File: src/rtl/mem_pkg.sv
// Shared encodings for the data-memory arbiter.
// Grant ids and arbiter FSM states.
package mem_pkg;

    localparam logic GNT_CPU  = 1'b0;
    localparam logic GNT_HOST = 1'b1;

    typedef enum logic {
        ST_ARB  = 1'b0,
        ST_LOCK = 1'b1
    } arb_state_t;

endpackage

File: src/rtl/sat_counter.sv
// Saturating up-counter with enable and synchronous reset.
// Ports: clk, reset (sync, active-high), en, count.
module sat_counter #(
    parameter int W = 16
) (
    input  logic         clk,
    input  logic         reset,
    input  logic         en,
    output logic [W-1:0] count
);

    always_ff @(posedge clk) begin
        if (reset) begin
            count <= '0;
        end else if (en && (count != '1)) begin
            count <= count + 1'b1;
        end
    end

endmodule

File: src/rtl/dmem_arbiter.sv
// Round-robin arbiter sharing DataMemory between core and host.
// Ports: cpu_* core side, host_* loader side, mem_* memory side,
// cpu_stall to freeze the core, stall_cnt saturating stall count.
module dmem_arbiter
    import mem_pkg::*;
#(
    parameter int MAX_LOCK = 8,
    parameter int CNT_W    = 16
) (
    input  logic             clk,
    input  logic             reset,
    input  logic             cpu_req,
    input  logic             cpu_we,
    input  logic [31:0]      cpu_addr,
    input  logic [31:0]      cpu_wd,
    output logic [31:0]      cpu_rd,
    output logic             cpu_ready,
    output logic             cpu_stall,
    input  logic             host_req,
    input  logic             host_we,
    input  logic             host_lock,
    input  logic [31:0]      host_addr,
    input  logic [31:0]      host_wd,
    output logic [31:0]      host_rd,
    output logic             host_ready,
    output logic [31:0]      mem_addr,
    output logic [31:0]      mem_wd,
    output logic             mem_we,
    input  logic [31:0]      mem_rd,
    output logic [CNT_W-1:0] stall_cnt
);

    localparam logic [7:0] LOCK_LAST = 8'(MAX_LOCK - 1);
    localparam bit         LOCK_EN   = (MAX_LOCK > 1);

    arb_state_t state, state_nx;
    logic       last_grant, last_grant_nx;
    logic [7:0] lock_cnt, lock_cnt_nx;
    logic       gnt_cpu, gnt_host;

    always_ff @(posedge clk) begin
        if (reset) begin
            state      <= ST_ARB;
            last_grant <= GNT_HOST;
            lock_cnt   <= 8'd0;
        end else begin
            state      <= state_nx;
            last_grant <= last_grant_nx;
            lock_cnt   <= lock_cnt_nx;
        end
    end

    always_comb begin
        state_nx      = state;
        last_grant_nx = last_grant;
        lock_cnt_nx   = lock_cnt;
        gnt_cpu       = 1'b0;
        gnt_host      = 1'b0;
        unique case (state)
            ST_ARB: begin
                if (cpu_req && host_req) begin
                    // tie goes to whoever did not win last
                    gnt_cpu  = (last_grant == GNT_HOST);
                    gnt_host = (last_grant == GNT_CPU);
                end else begin
                    gnt_cpu  = cpu_req;
                    gnt_host = host_req;
                end
                if (gnt_cpu) begin
                    last_grant_nx = GNT_CPU;
                end
                if (gnt_host) begin
                    last_grant_nx = GNT_HOST;
                    if (host_lock && LOCK_EN) begin
                        state_nx    = ST_LOCK;
                        lock_cnt_nx = 8'd1;
                    end
                end
            end
            ST_LOCK: begin
                // idle lock cycles still burn budget
                gnt_host    = host_req;
                lock_cnt_nx = lock_cnt + 8'd1;
                if (!host_lock || (lock_cnt == LOCK_LAST)) begin
                    state_nx      = ST_ARB;
                    last_grant_nx = GNT_HOST;
                end
            end
            default: begin
                state_nx = ST_ARB;
            end
        endcase
    end

    assign cpu_ready  = gnt_cpu;
    assign host_ready = gnt_host;
    assign cpu_stall  = cpu_req & ~gnt_cpu;

    // ungranted cycles park the mux on the CPU port
    assign mem_addr = gnt_host ? host_addr : cpu_addr;
    assign mem_wd   = gnt_host ? host_wd : cpu_wd;
    assign mem_we   = (gnt_cpu & cpu_we) | (gnt_host & host_we);

    assign cpu_rd  = mem_rd;
    assign host_rd = mem_rd;

    sat_counter #(
        .W(CNT_W)
    ) u_stall_cnt (
        .clk  (clk),
        .reset(reset),
        .en   (cpu_stall),
        .count(stall_cnt)
    );

endmodule
File: config.mk
export PLATFORM = sky130hd
export DESIGN_NAME = dmem_arbiter
export DESIGN_NICKNAME = d
export VERILOG_FILES = /design/src/rtl/mem_pkg.sv /design/src/rtl/sat_counter.sv /design/src/rtl/dmem_arbiter.sv
export SDC_FILE = /design/constraint.sdc
export NUM_CORES = 1
export LEC_CHECK = 0
export ABC_AREA = 1
export BUFFER_PORTS_ARGS = -buffer_cell sky130_fd_sc_hd__buf_2
export CORE_AREA = 2 2 123 125
export DETAILED_ROUTE_END_ITERATION = 10
export DIE_AREA = 0 0 125 127
export SLEW_MARGIN = 20
export SYNTH_ARGS = -nofsm -noshare
export SYNTH_HDL_FRONTEND = slang
export SYNTH_SLANG_ARGS = --single-unit
File: constraint.sdc
create_clock -name clk -period 1.4 [get_ports clk]
set_input_delay 0.14 -clock clk [delete_from_list [all_inputs] [get_ports clk]]
set_output_delay 0.14 -clock clk [all_outputs]
set_load 0.005 [all_outputs]
# --- Yosys cells after proc, flatten, opt, wreduce, memory -nomap -nowiden ---
# Index checks and enable logic that the tools add are counted.
classes:
  addsub: 2
  eq_ne: 6
  mux: 19
  bitwise: 7
  n_reduce_logical: 6
ops:
  columns: ["operator", "n"]
  rows:
  - ["32-bit two-way mux", 2]
  - ["16-bit by 1-bit adder with 16-bit output (second input constant)", 1]
  - ["8-bit two-way mux", 2]
  - ["16-bit inequality test (second input constant)", 1]
  - ["8-bit one-hot mux with 2 select lines", 1]
  - ["1-bit two-way mux", 11]
  - ["8-bit by 1-bit adder with 8-bit output (second input constant)", 1]
  - ["8-bit by 3-bit == test with 1-bit output (second input constant)", 1]
  - ["1-bit one-hot mux with 2 select lines", 3]
  - ["2-bit inequality test (second input constant)", 2]
  - ["2-bit AND reduction", 2]
  - ["1-bit AND", 3]
  - ["3-bit inequality test (second input constant)", 1]
  - ["1-bit inverter", 3]
  - ["1-bit logical AND", 2]
  - ["2-bit by 1-bit inequality test with 1-bit output (second input constant)", 1]
  - ["1-bit zero test", 1]
  - ["1-bit logical OR", 1]
  - ["1-bit OR", 1]
word_totals:
  ff_bits: 26
  in_bits: 167
  out_inout_bits: 148
  wordCells: 44

# --- Logic depth before layout (Yosys ltp) ---
# Gate-level depths: netlist (run 1).
logic_depth:
  word_depth: 7
  ltp_mapped: 9
  ltp_nobuf: 9

# --- By module ---
# From an unflattened synthesis (run 1), not the netlist that was laid out.
unflattened:
  cells_unflattened: 504
  hier_area_um2: 2810.2
by_module_without_submodules:
  columns: ["mod", "n_inst", "cells_each", "area_each_um2", "seq_area_each_um2"]
  rows:
  - ["dmem_arbiter", 1, 355, 1880.6, 200.2]
  - ["sat_counter", 1, 149, 929.6, 320.3]

# --- Worst setup path before layout (run 1) ---
# Ideal clock, no wire load.
synth_path:
  path_kind: "reg-to-reg"
  from: "register u_stall_cnt.count[0]"
  to: "register u_stall_cnt.count[1]"
  setup_ns: 0.116
  t_arrival_ns: 1.378
  required_ns: 1.284
  setup_slack_ns: -0.094
  path_stages_with_launch: 10
  path_buffers: 1
  period_less_slack_ns: 1.494
  cell_sequence: "dfxtp_1 -> ha_1 -> inv_1 -> nor2_1 -> nand2_1 -> nor2_1 -> nor2_4 -> buf_6 -> nor2_1 -> nor2_1"
synth_between:
  elab_chain_cells: 2
  elab_cells_between_ends: 3
  classes_between: "add/sub (1); eq/ne (1); reduce/logical (1)"
synth_lines:
  columns: ["element", "line", "rtl"]
  rows:
  - ["start, declared", "sat_counter.sv:9", "output logic [W-1:0] count"]
  - ["start signal, assigned", "sat_counter.sv:16", "count <= count + 1'b1;"]
  - ["parallel branches: the longest is 2 deep, another holds 16-bit by 1-bit adder with 16-bit output", null, null]
# Parallel ways; which one is timed is not known.
# A chain may end at the register's enable or synchronous reset.

# --- Worst setup path after layout (run 1) ---
layout_path:
  from: "register last_grant"
  to: "output mem_wd[8]"
layout_between:
  elab_chain_cells: 5
layout_lines:
  columns: ["element", "line", "rtl"]
  rows:
  - ["start, declared", "dmem_arbiter.sv:37", "logic last_grant, last_grant_nx;"]
  - ["start signal, assigned", "dmem_arbiter.sv:48", "last_grant <= last_grant_nx;"]
  - ["1-bit inverter", "dmem_arbiter.sv:64", "gnt_host = (last_grant == GNT_CPU);"]
  - ["1-bit two-way mux", "dmem_arbiter.sv:61", "if (cpu_req && host_req) begin"]
  - ["1-bit two-way mux", "dmem_arbiter.sv:59", "unique case (state)"]
  - ["1-bit one-hot mux with 2 select lines", "dmem_arbiter.sv:59", null]
  - ["32-bit two-way mux", "dmem_arbiter.sv:101", "assign mem_wd = gnt_host ? host_wd : cpu_wd;"]
  - ["end, declared", "dmem_arbiter.sv:27", "output logic [31:0] mem_wd,"]
# Every way passes these cells. The select of a mux whose other input is x is not followed.

==> flow_metrics.py, run 1 <==
metrics = {
    "timing": {
        "hold_viol": 0,
        "finalMaxSlewViolations": 0,
        "skew_ns": 0.004000,
        "relSlewSlack_pct": 68.92,
        "rsz0062_at_grt": "true",
        "finalSetupViolations": 76,
        "period_share_pct": 122.9,
        "hold-worst-slack_ns": 0.2596,
        "max_freq_ghz": 0.5812,
        "layout_min_cycle_time_ns": 1.721,
        "tightest_slew_ns": 0.4656,
        "setup_ws_ns": -0.3206,
    },
    "final_layout": {
        "fin_nets": 875,
        "areaGrowthSynthToFinish_pct": 77.76,
        "n_antenna_cell": 0,
        "final_common_cell": "buf_2",
        "finalNonFillerCells": 889,
        "final_area_mm2": 0.004880,
        "final_cell_mix": "210 x buf_2, 189 x nand2_1, 61 x nand2_2, 35 x buf_4, 22 x nor2_1",
        "drive_gt1_share_pct": 58.01,
    },
    "global_routing": {
        "first_global_vias": 3474,
        "grt_max_degree": 26,
        "grt-ovfl-total": 0,
        "grt_usage_pct": 14.35,
        "grt_pass1_wl_um": 18210,
        "antenna_found_initial": 0,
    },
    "setup_path": {
        "path_class": "reg2out",
        "cp-startpoint": "last_grant",
        "critPathRequiredTime_ns": 1.26,
        "critPathMostFrequentCell": "nand2_4",
        "critPathCaptureType": "primary output",
        "critical_path_arrival_ns": 1.58,
        "path_max_fanout": 5,
        "crit_family": "buffers and inverters",
        "crit_path_start_kind": "flip-flop",
        "crit_chain": "inv_2 > nand2_4 > nand2_4 > a21oi_4 > buf_12 > buf_16 > clkbuf_16 > nand2_2 > nand2_1 > buf_2",
        "worst_path_max_delay_cell": "dfxtp_2",
        "max_stage_delay_ns": 0.33,
        "timing.rr.start": "last_grant",
        "cp.buffers_inverters": 5,
    },
    "synthesis": {
        "synth_area_per_cell_um2": 5.447,
        "yosysWarnings": 0,
        "synthXorXnorAreaFrac_pct": 1.914,
        "synthesis.nets": 673,
        "synthAdderAreaFrac_pct": 0.9116,
        "synth.yosys.seq_area_share_pct": 18.96,
        "synth_top_family_by_area": "simple AND/OR/NAND/NOR gates",
        "yosys.area_share.simple_pct": 47.77,
        "ys_top_cells_by_area": "nand2_1 36%, dfxtp_1 19%, buf_4 18%",
        "synth-seq-cells": 26,
        "synth_top_area_cell": "nand2_1",
        "synth_cells": 504,
        "synth_cell_types": 24,
        "synthMuxAreaShare_pct": 0,
        "syn-cell-area_mm2": 0.002745,
        "synth_compound_area_share_pct": 5.925,
        "yosysTopAreaCellShare_pct": 36.37,
    },
    "place": {
        "port_buffers": 218,
        "gp_congestion": 0.7968,
        "placed_area_mm2": 0.003859,
        "placed_cells": 865,
        "pre_cts_ws_ns": -0.1179,
        "dp_hpwl_um": 9430,
    },
    "worst_hold_path": {
        "hold_class": "in2reg",
        "hold_start": "host_lock",
    },
    "clock_tree": {
        "numCtsBuffers": 3,
        "cts-root-buf": "clkbuf_16",
        "hold_buffers": 0,
        "cts.clk_slew.worst_paths_ns": 0.07,
        "cts_sinks": 26,
        "clock_latency_ns": 0.26,
        "cts_tree": "done",
        "clock_path_buffers": 2,
        "htree_levels": 1,
    },
    "route": {
        "postRouteAntennaNets": 0,
        "num_vias": 3772,
        "route.detailed.drc": 0,
        "drtIter0Drc": 157,
        "drt-wirelength-per-cell_um": 14.79,
        "drtPass1Iterations": 4,
        "routed_wl_um": 13140,
        "viasPerCell": 4.243,
    },
    "die": {
        "core_area_mm2": 0.01442,
        "initial_core_util_pct": 19.03,
        "ios": 315,
        "rows": 44,
        "die_w_um": 125,
        "die_height_um": 127,
        "die_area_mm2": 0.01588,
    },
    "power": {
        "leakage_uw": 0.002635,
        "ir_worst_vdd_v": 0.0005398,
        "powerDensity_mw_per_mm2": 666.9,
    },
    "flow_run": {
        "cap_violations": 0,
    },
    "status": {
        "violations": "negative setup slack",
        "status": "finished with violations",
    },
}
## where the power goes
| part | total [uW] | switching, uW | internal [uW] |
|---|---|---|---|
| Clock | 835 | 266 | 569 |
| Combinational | 1650 | 810 | 845 |
| Sequential | 764 | 12.6 | 752 |
## cells by family (layout without fill, tap and decap cells)
| group | count (synthesis) | in the layout |
|---|---|---|
| AND/OR/NAND/NOR | 333 | 333 |
| AO/OA/AOI/OAI | 29 | 29 |
| adder cells (fa/ha/maj) | 2 | 2 |
| flip-flops | 26 | 26 |
| XOR/XNOR | 6 | 6 |
| buffers and inverters | 108 | 309 |
## area by class of cell
class,count,area (um2)
tap,184,230.2
timing repair buffer,280,1907
clock buffer,3,75.07
inverter,25,103.9
fill,1579,9544
clock inverter,1,30.03
multi-input combinational,370,1999
sequential,26,534.3
## registers in the layout, summed over array words and instances, names as in the netlist
name,cells
last_grant,1
lock_cnt,8
state,1
u_stall_cnt.count,16
## cells in the mapped netlist
library cell	instances
a22o_1	1
dfxtp_1	26
xor2_1	3
clkbuf_1	4
inv_1	23
a21oi_1	19
nor4_1	1
buf_4	65
a21o_1	1
o21ai_1	1
nor2_4	1
a21oi_4	1
nor2_1	32
nand2_2	1
nand2_1	266
nand4_1	7
buf_6	1
buf_2	13
nor3_1	4
xnor2_1	3
inv_2	2
nand3_1	21
o21ai_0	6
ha_1	2
## final timing paths
kind	cells after the start	slack, ns	end
max	10	-0.32	mem_wd[8]
min	5	0.26	state
min reg2reg	2	0.48	lock_cnt[7]
max reg2reg	9	-0.05	u_stall_cnt.count[13]
## routing by layer
| metal | GRT usage, % | wire [um] | part of all wire, % | vias to the layer above |
|---|---|---|---|---|
| li1 | - | - | - | 1897 |
| met1 | 18.75 | 5545 | 42 | 1684 |
| met2 | 24.14 | 6304 | 48 | 146 |
| met3 | 3.015 | 975 | 7.4 | 45 |
| met4 | 3.791 | 318 | 2.4 | 0 |
| met5 | 0 | 0 | 0 | - |
## what timing repair did
action / 4_1_cts / 5_1_grt
setup buffers: 10 / 0
endpoints found under the setup margin: 80 / 86
cloned: 6 / 4
pin swaps: 24 / 55
gates resized for setup: 54 / 125
## metrics by stage
stage | TNS [ns] | power [uW] | util (%)
3_5_place_dp | -1.766 | 1913 | 26.75
3_3_place_gp | -1.493 | 1918 | 26.75
4_1_cts | -18.12 | 3052 | 30.31
6_report | -18.08 | 3254 | 33.83
5_1_grt | -24.59 | 3466 | 33.83
2_1_floorplan | 0 | 1410 | -
## worst min-delay path, cell delays in order
cell and delay [ns]:
buf_2 0.11, o21ai_0 0.06, nand2_1 0.08, nand2_1 0.06
nor2_1 0.03
(Power assumes the default switching activity.)
==> run 2, diff against run 1 <==
--- a/config.mk
+++ b/config.mk
@@ -14,3 +14,4 @@
 export SYNTH_ARGS = -nofsm -noshare
 export SYNTH_HDL_FRONTEND = slang
 export SYNTH_SLANG_ARGS = --single-unit
+export TNS_END_PERCENT = 50
==> run 2 against run 1 <==
The run still ends with negative setup slack left. Critical endpoint is now mem_addr[15]. Combinational power fell by 4%. Via count shrank 2.6%. Clock-buffer cell count is the same. Sequential share of layout area is 0.49 points higher. Critical path type unchanged. Final area down 5.6%. Global-route usage decreased by 0.54 points.
==> flow_metrics.py, run 2 (synthesized netlist as in run 1, its figures left out) <==
metrics = {
    "place": {
        "dp_hpwl_um": 9430,
        "pre_cts_ws_ns": -0.1179,
        "placed_cells": 865,
        "port_buffers": 218,
        "gp_congestion": 0.7968,
    },
    "clock_tree": {
        "cts.clk_slew.worst_paths_ns": 0.07,
        "htree_levels": 1,
        "clock_latency_ns": 0.26,
        "cts_tree": "done",
        "numCtsBuffers": 3,
        "hold_buffers": 0,
        "clock_path_buffers": 2,
        "cts_sinks": 26,
        "cts-root-buf": "clkbuf_16",
    },
    "setup_path": {
        "crit_chain": "inv_2 > nand2_4 > nand2_4 > a21oi_4 > buf_12 > clkbuf_16 > clkbuf_16 > nand2_2 > nand2_1 > buf_2",
        "critical_path_arrival_ns": 1.60,
        "path_class": "reg2out",
        "crit_path_start_kind": "flip-flop",
        "worst_path_max_delay_cell": "dfxtp_2",
        "max_stage_delay_ns": 0.33,
        "path_max_fanout": 5,
        "critPathRequiredTime_ns": 1.26,
        "crit_family": "buffers and inverters",
        "cp.buffers_inverters": 5,
        "critPathCaptureType": "primary output",
    },
    "power": {
        "ir_worst_vdd_v": 0.0005416,
        "power.internal_uw": 2130,
        "leakage_uw": 0.002543,
        "p_comb_share_pct": 49.6,
        "swShare_pct": 33.09,
        "p_seq_share_pct": 24.1,
        "p_switching_uw": 1053,
        "p_clk_share_pct": 26.3,
        "powerDensity_mw_per_mm2": 691.3,
    },
    "route": {
        "drtIter0Drc": 134,
        "drt-wirelength-per-cell_um": 14.48,
        "num_vias": 3674,
        "route.detailed.drc": 0,
        "viasPerCell": 4.166,
        "routed_wl_um": 12770,
        "postRouteAntennaNets": 0,
        "drtPass1Iterations": 4,
    },
    "die": {
        "initial_core_util_pct": 19.03,
        "rows": 44,
        "ios": 315,
        "die_height_um": 127,
        "die_w_um": 125,
        "core_area_mm2": 0.01442,
        "die_area_mm2": 0.01588,
    },
    "final_layout": {
        "n_antenna_cell": 0,
        "largestRegisters": "u_stall_cnt.count: 16 flops, lock_cnt: 8 flops",
        "largest_reg_flops": 16,
        "fin_nets": 868,
        "areaGrowthSynthToFinish_pct": 67.73,
        "final_cell_mix": "210 x nand2_1, 210 x buf_2, 39 x nand2_2, 36 x buf_4, 30 x nor2_1",
        "largest_register": "u_stall_cnt.count",
        "drive_gt1_share_pct": 50.86,
        "finalNonFillerCells": 882,
    },
    "timing": {
        "max_freq_ghz": 0.5744,
        "skew_ns": 0.004159,
        "hold-worst-slack_ns": 0.2580,
        "tightest_slew_ns": 0.4662,
        "finalSetupViolations": 71,
        "relSlewSlack_pct": 68.89,
        "period_share_pct": 124.4,
        "finalMaxSlewViolations": 0,
        "layout_min_cycle_time_ns": 1.741,
        "hold_viol": 0,
        "setup_ws_ns": -0.3411,
        "rsz0062_at_grt": "true",
        "finalSetupTns_ns": -19.20,
    },
    "global_routing": {
        "grt_pass1_wl_um": 17530,
        "first_global_vias": 3363,
        "grt_usage_pct": 13.81,
        "antenna_found_initial": 0,
        "grt-ovfl-total": 0,
        "grt_max_degree": 26,
    },
    "status": {
        "violations": "negative setup slack",
        "status": "finished with violations",
    },
    "worst_hold_path": {
        "hold_class": "in2reg",
    },
    "flow_run": {
        "cap_violations": 0,
    },
}
run 2: changes by cell type in the layout (fill, tap and decap cells not counted), moves of 3 or more:
cell / delta
a21oi_1: +10
a21oi_2: -10
buf_6: -7
nand2_1: +21
nand2_2: -22
nand3_1: +3
nor2_1: +8
nor2_4: -6
run 2: final timing paths:
| path | start | depth (start not counted) | to | slack (ns) |
|---|---|---|---|---|
| worst max-delay path | last_grant | 10 | mem_addr[15] | -0.34 |
| worst min-delay path | reset | 2 | u_stall_cnt.count[10] | 0.26 |
| worst max register to register | last_grant | 9 | u_stall_cnt.count[15] | -0.05 |
| worst min register to register | lock_cnt[7] | 2 | lock_cnt[7] | 0.48 |
run 2: final cells by class:
cell class / count / area (um2)
Sequential cell: 26 / 526.8
Tap cell: 184 / 230.2
Clock buffer: 3 / 75.07
Multi-Input combinational cell: 370 / 1831
Timing Repair Buffer: 273 / 1815
Inverter: 25 / 96.34
Clock inverter: 1 / 30.03
Fill cell: 1620 / 9819
run 2: through the flow:
stage	area, um2	utilization, %	power [uW]
floorplan	2753	-	1410
global placement	3859	26.75	1918
detailed placement	3859	26.75	1913
CTS	4170	28.91	2936
global route	4604	31.92	3390
finish	4604	31.92	3183
run 2: worst reg2reg max path, stage by stage, from the launching register on:
cell and delay, ns:
dfxtp_2 0.32, inv_2 0.06, nand2_4 0.05, buf_4 0.14
a21oi_4 0.15, inv_2 0.06, nor2_4 0.32, nand3_1 0.13
nand2_1 0.08, nor2_1 0.04
run 2: metal layers:
layer  track usage [%]  share of wire [%]  vias to the layer above
met5                 0                  0                        -
met4             3.725                2.5                        0
met3             2.973                8.0                       45
met2             23.21                 48                      146
met1             17.99                 42                     1604
li1                  -                  -                     1879
run 2: repair_timing:
action | in CTS | in global routing
cloned | 3 | 5
resized for setup | 21 | 87
setup endpoints to repair | 80 | 85
pin swaps | 6 | 48
setup buffers | 4 | 1
run 2: power groups by stage:
stage	Sequential, uW	Clock [uW]	Combinational, uW
3_3_place_gp	781	0	1140
5_1_grt	769	897	1720
2_1_floorplan	783	0	627
4_1_cts	767	855	1310
6_report	768	836	1580
3_5_place_dp	781	0	1130
==> run 3, diff against run 2 <==
--- a/config.mk
+++ b/config.mk
@@ -5,11 +5,11 @@
 export SDC_FILE = /design/constraint.sdc
 export NUM_CORES = 1
 export LEC_CHECK = 0
-export ABC_AREA = 1
+export ABC_AREA = 0
 export BUFFER_PORTS_ARGS = -buffer_cell sky130_fd_sc_hd__buf_2
-export CORE_AREA = 2 2 123 125
+export CORE_AREA = 2 2 124 126
 export DETAILED_ROUTE_END_ITERATION = 10
-export DIE_AREA = 0 0 125 127
+export DIE_AREA = 0 0 126 128
 export SLEW_MARGIN = 20
 export SYNTH_ARGS = -nofsm -noshare
 export SYNTH_HDL_FRONTEND = slang
==> run 3 against run 2 <==
The flow still finishes with violations (negative setup slack). Hold slack improved by 0.012 ns. Clock skew decreased by 0.0014 ns. Sequential share of layout area is 0.32 points lower. Sequential cell count is the same. Power fell by 13%. Cell count is 21% lower. Critical path type unchanged. Largest cell class is now non-clock buffers. Largest power group unchanged. Highest routed layer is now met5.
==> flow_metrics.py, run 3 <==
metrics = {
    "synthesis": {
        "synth_edf_count": 0,
        "synthFlopType": "dfxtp_1",
        "yosysWarnings": 0,
        "yosysTopAreaCellShare_pct": 29.43,
        "synth_compound_area_share_pct": 12.65,
        "ys_top_cells_by_area": "mux2_2 29%, dfxtp_1 20%, buf_4 19%",
        "synth_top_area_cell": "mux2_2",
        "syn-cell-area_mm2": 0.002640,
        "synth_cell_types": 42,
        "yosys-top-cells-count": "69 x mux2_2, 68 x buf_4, 26 x dfxtp_1, 14 x a21oi_1, 14 x nor2_1",
        "synth_top_family_by_area": "multiplexers",
        "synth-seq-cells": 26,
        "synthMuxAreaShare_pct": 30.24,
        "synth_area_per_cell_um2": 8.742,
        "yosys.area_share.simple_pct": 14.69,
        "synthesis.nets": 471,
        "synth.yosys.seq_area_share_pct": 19.72,
        "synthAdderAreaFrac_pct": 0.9479,
        "synth-async-reset-ratio_pct": 0,
        "synthXorXnorAreaFrac_pct": 0,
        "yosysMostFrequentCell": "mux2_2",
        "synth_cells": 302,
    },
    "timing": {
        "tightest_slew_ns": 0.4790,
        "max_freq_ghz": 0.5447,
        "period_share_pct": 131.1,
        "hold_viol": 0,
        "finalSetupTns_ns": -28.44,
        "finalSetupViolations": 84,
        "rsz0062_at_grt": "true",
        "skew_ns": 0.002787,
        "layout_min_cycle_time_ns": 1.836,
        "relSlewSlack_pct": 67.92,
        "finalMaxSlewViolations": 0,
        "hold-worst-slack_ns": 0.2703,
        "setup_ws_ns": -0.4360,
    },
    "global_routing": {
        "grt-ovfl-total": 0,
        "grt_pass1_wl_um": 20020,
        "first_global_vias": 2911,
        "grt_max_degree": 30,
        "antenna_found_initial": 2,
        "grt_usage_pct": 16.93,
    },
    "final_layout": {
        "final_cell_mix": "163 x buf_2, 62 x mux2_4, 62 x buf_6, 46 x buf_4, 17 x dfxtp_1",
        "regArea_um2": 534.3,
        "finalNonFillerCells": 696,
        "areaGrowthSynthToFinish_pct": 82.04,
        "largest_register": "u_stall_cnt.count",
        "fin_nets": 678,
        "final_common_cell": "buf_2",
        "largest_reg_flops": 16,
        "largestRegisters": "u_stall_cnt.count: 16 flops, lock_cnt: 8 flops",
        "final.fill_count": 1571,
        "drive_gt1_share_pct": 76.13,
        "multi_input_area_mm2": 0.001878,
    },
    "power": {
        "power.internal_uw": 1972,
        "leakage_uw": 0.002336,
        "p_seq_share_pct": 27.3,
        "total_power_uw": 2772,
        "powerDensity_mw_per_mm2": 576.9,
        "p_comb_share_pct": 50.0,
        "p_switching_uw": 800.1,
        "p_clk_share_pct": 22.7,
        "ir_worst_vdd_v": 0.0005689,
        "swShare_pct": 28.86,
    },
    "die": {
        "core_area_mm2": 0.01486,
        "die_area_mm2": 0.01613,
        "die_w_um": 126,
        "ios": 315,
        "rows": 45,
        "die_height_um": 128,
        "initial_core_util_pct": 17.76,
    },
    "clock_tree": {
        "cts_sinks": 26,
        "htree_levels": 1,
        "hold_buffers": 0,
        "clock_latency_ns": 0.25,
        "clock_path_buffers": 2,
        "cts.clk_slew.worst_paths_ns": 0.06,
        "cts-root-buf": "clkbuf_16",
        "cts_tree": "done",
        "numCtsBuffers": 3,
    },
    "route": {
        "drt-wirelength-per-cell_um": 22.20,
        "postRouteAntennaNets": 0,
        "viasPerCell": 4.368,
        "routed_wl_um": 15450,
        "drtIter0Drc": 90,
        "drtPass1Iterations": 4,
        "num_vias": 3040,
        "route.detailed.drc": 0,
    },
    "status": {
        "violations": "negative setup slack",
        "status": "finished with violations",
    },
    "place": {
        "gp_congestion": 0.7872,
        "pre_cts_ws_ns": -0.2300,
        "placed_cells": 679,
        "dp_hpwl_um": 12420,
        "port_buffers": 218,
    },
    "setup_path": {
        "path_class": "reg2out",
        "critPathMostFrequentCell": "buf_6",
        "path_max_fanout": 7,
        "worstSetupEndpoint": "mem_wd[5]",
        "crit_path_start_kind": "flip-flop",
        "critPathRequiredTime_ns": 1.26,
        "cp-startpoint": "last_grant",
        "crit_chain": "buf_6 > a31oi_4 > buf_6 > clkbuf_16 > mux2_4 > buf_6",
        "max_stage_delay_ns": 0.34,
        "reg2regPathDepth": 5,
        "timing.rr.start": "last_grant",
        "rr_endpoint": "u_stall_cnt.count[14]",
        "critical_path_arrival_ns": 1.70,
        "worst_path_max_delay_cell": "mux2_4",
        "critPathCaptureType": "primary output",
        "r2r_slack_ns": -0.30,
    },
    "worst_hold_path": {
        "hold_class": "in2reg",
        "hold_start": "host_req",
    },
    "flow_run": {
        "cap_violations": 0,
    },
}
==> run 3: cell types whose count changed in the layout (fill, tap and decap cells not counted), sizes merged, moves of 7 or more <==
cell    change
o31ai       +7
nand3      -13
buf         +9
or4         +7
nor2       -19
a211oi      +7
nand2     -258
mux2       +70
inv        -20
==> run 3: stage by stage <==
| step | instance area, um2 | utilization [%] |
|---|---|---|
| finish | 4806 | 32.33 |
| detailed placement | 3891 | 26.18 |
| floorplan | 2734 | - |
| global route | 4803 | 32.31 |
| CTS | 4542 | 30.56 |
| global placement | 3891 | 26.18 |
==> run 3: worst min path at each step <==
| stage | endpoint | slack, ns | cells past startpoint |
|---|---|---|---|
| after floorplan | last_grant | 0.33 | 2 |
| after global placement | cpu_rd[18] | 0.28 | 0 |
| after detailed placement | cpu_rd[18] | 0.28 | 0 |
| after CTS | u_stall_cnt.count[13] | 0.27 | 2 |
| after global routing | host_rd[15] | 0.28 | 0 |
| final | last_grant | 0.27 | 3 |
==> run 3: critical path: cells and delay by family, from the launching register on <==
family                 cells  cell delay [ns]
buffers and inverters      4             0.58
flip-flops                 1             0.32
AO/OA/AOI/OAI              1             0.19
multiplexers               1             0.34
==> run 3: cell families after synthesis <==
kind of cell / Yosys count
AOI/OAI and AO/OA: 50
adders and majority gates: 2
buffers and inverters: 83
DFF: 26
muxes: 71
and+or+nand+nor: 70
==> run 3: final cells by class <==
| class | instances | area share, % |
|---|---|---|
| Sequential cell | 26 | 11.12 |
| Clock buffer | 3 | 1.562 |
| Tap cell | 188 | 4.895 |
| Timing Repair Buffer | 280 | 42.91 |
| Inverter | 5 | 0.3905 |
| Multi-Input combinational cell | 193 | 39.08 |
| Antenna cell | 1 | 0.05207 |
==> run 3: routing by layer <==
metal  track usage, %  up-vias  part of all wire (%)
met4           0.3232        2                  0.20
met2            24.70      188                    43
met3            9.850        8                    14
met5                0        -                 0.084
li1                 -     1453                     -
met1            22.90     1389                    42
==> run 3: power by group through the flow <==
stage          combinational, uW  sequential, uW  clock, uW
2_1_floorplan                506             779          0
3_3_place_gp                 924             774          0
3_5_place_dp                 921             775          0
4_1_cts                     1250             756        653
5_1_grt                     1470             757        684
6_report                    1390             757        628
==> run 3: what timing repair did <==
action | in CTS | in global routing
setup endpoints to repair | 83 | 87
hold endpoints to repair | 0 | 0
buffers inserted | 8 | 0
gates cloned | 5 | 4
resized for setup | 82 | 64
pin swaps | 3 | 6
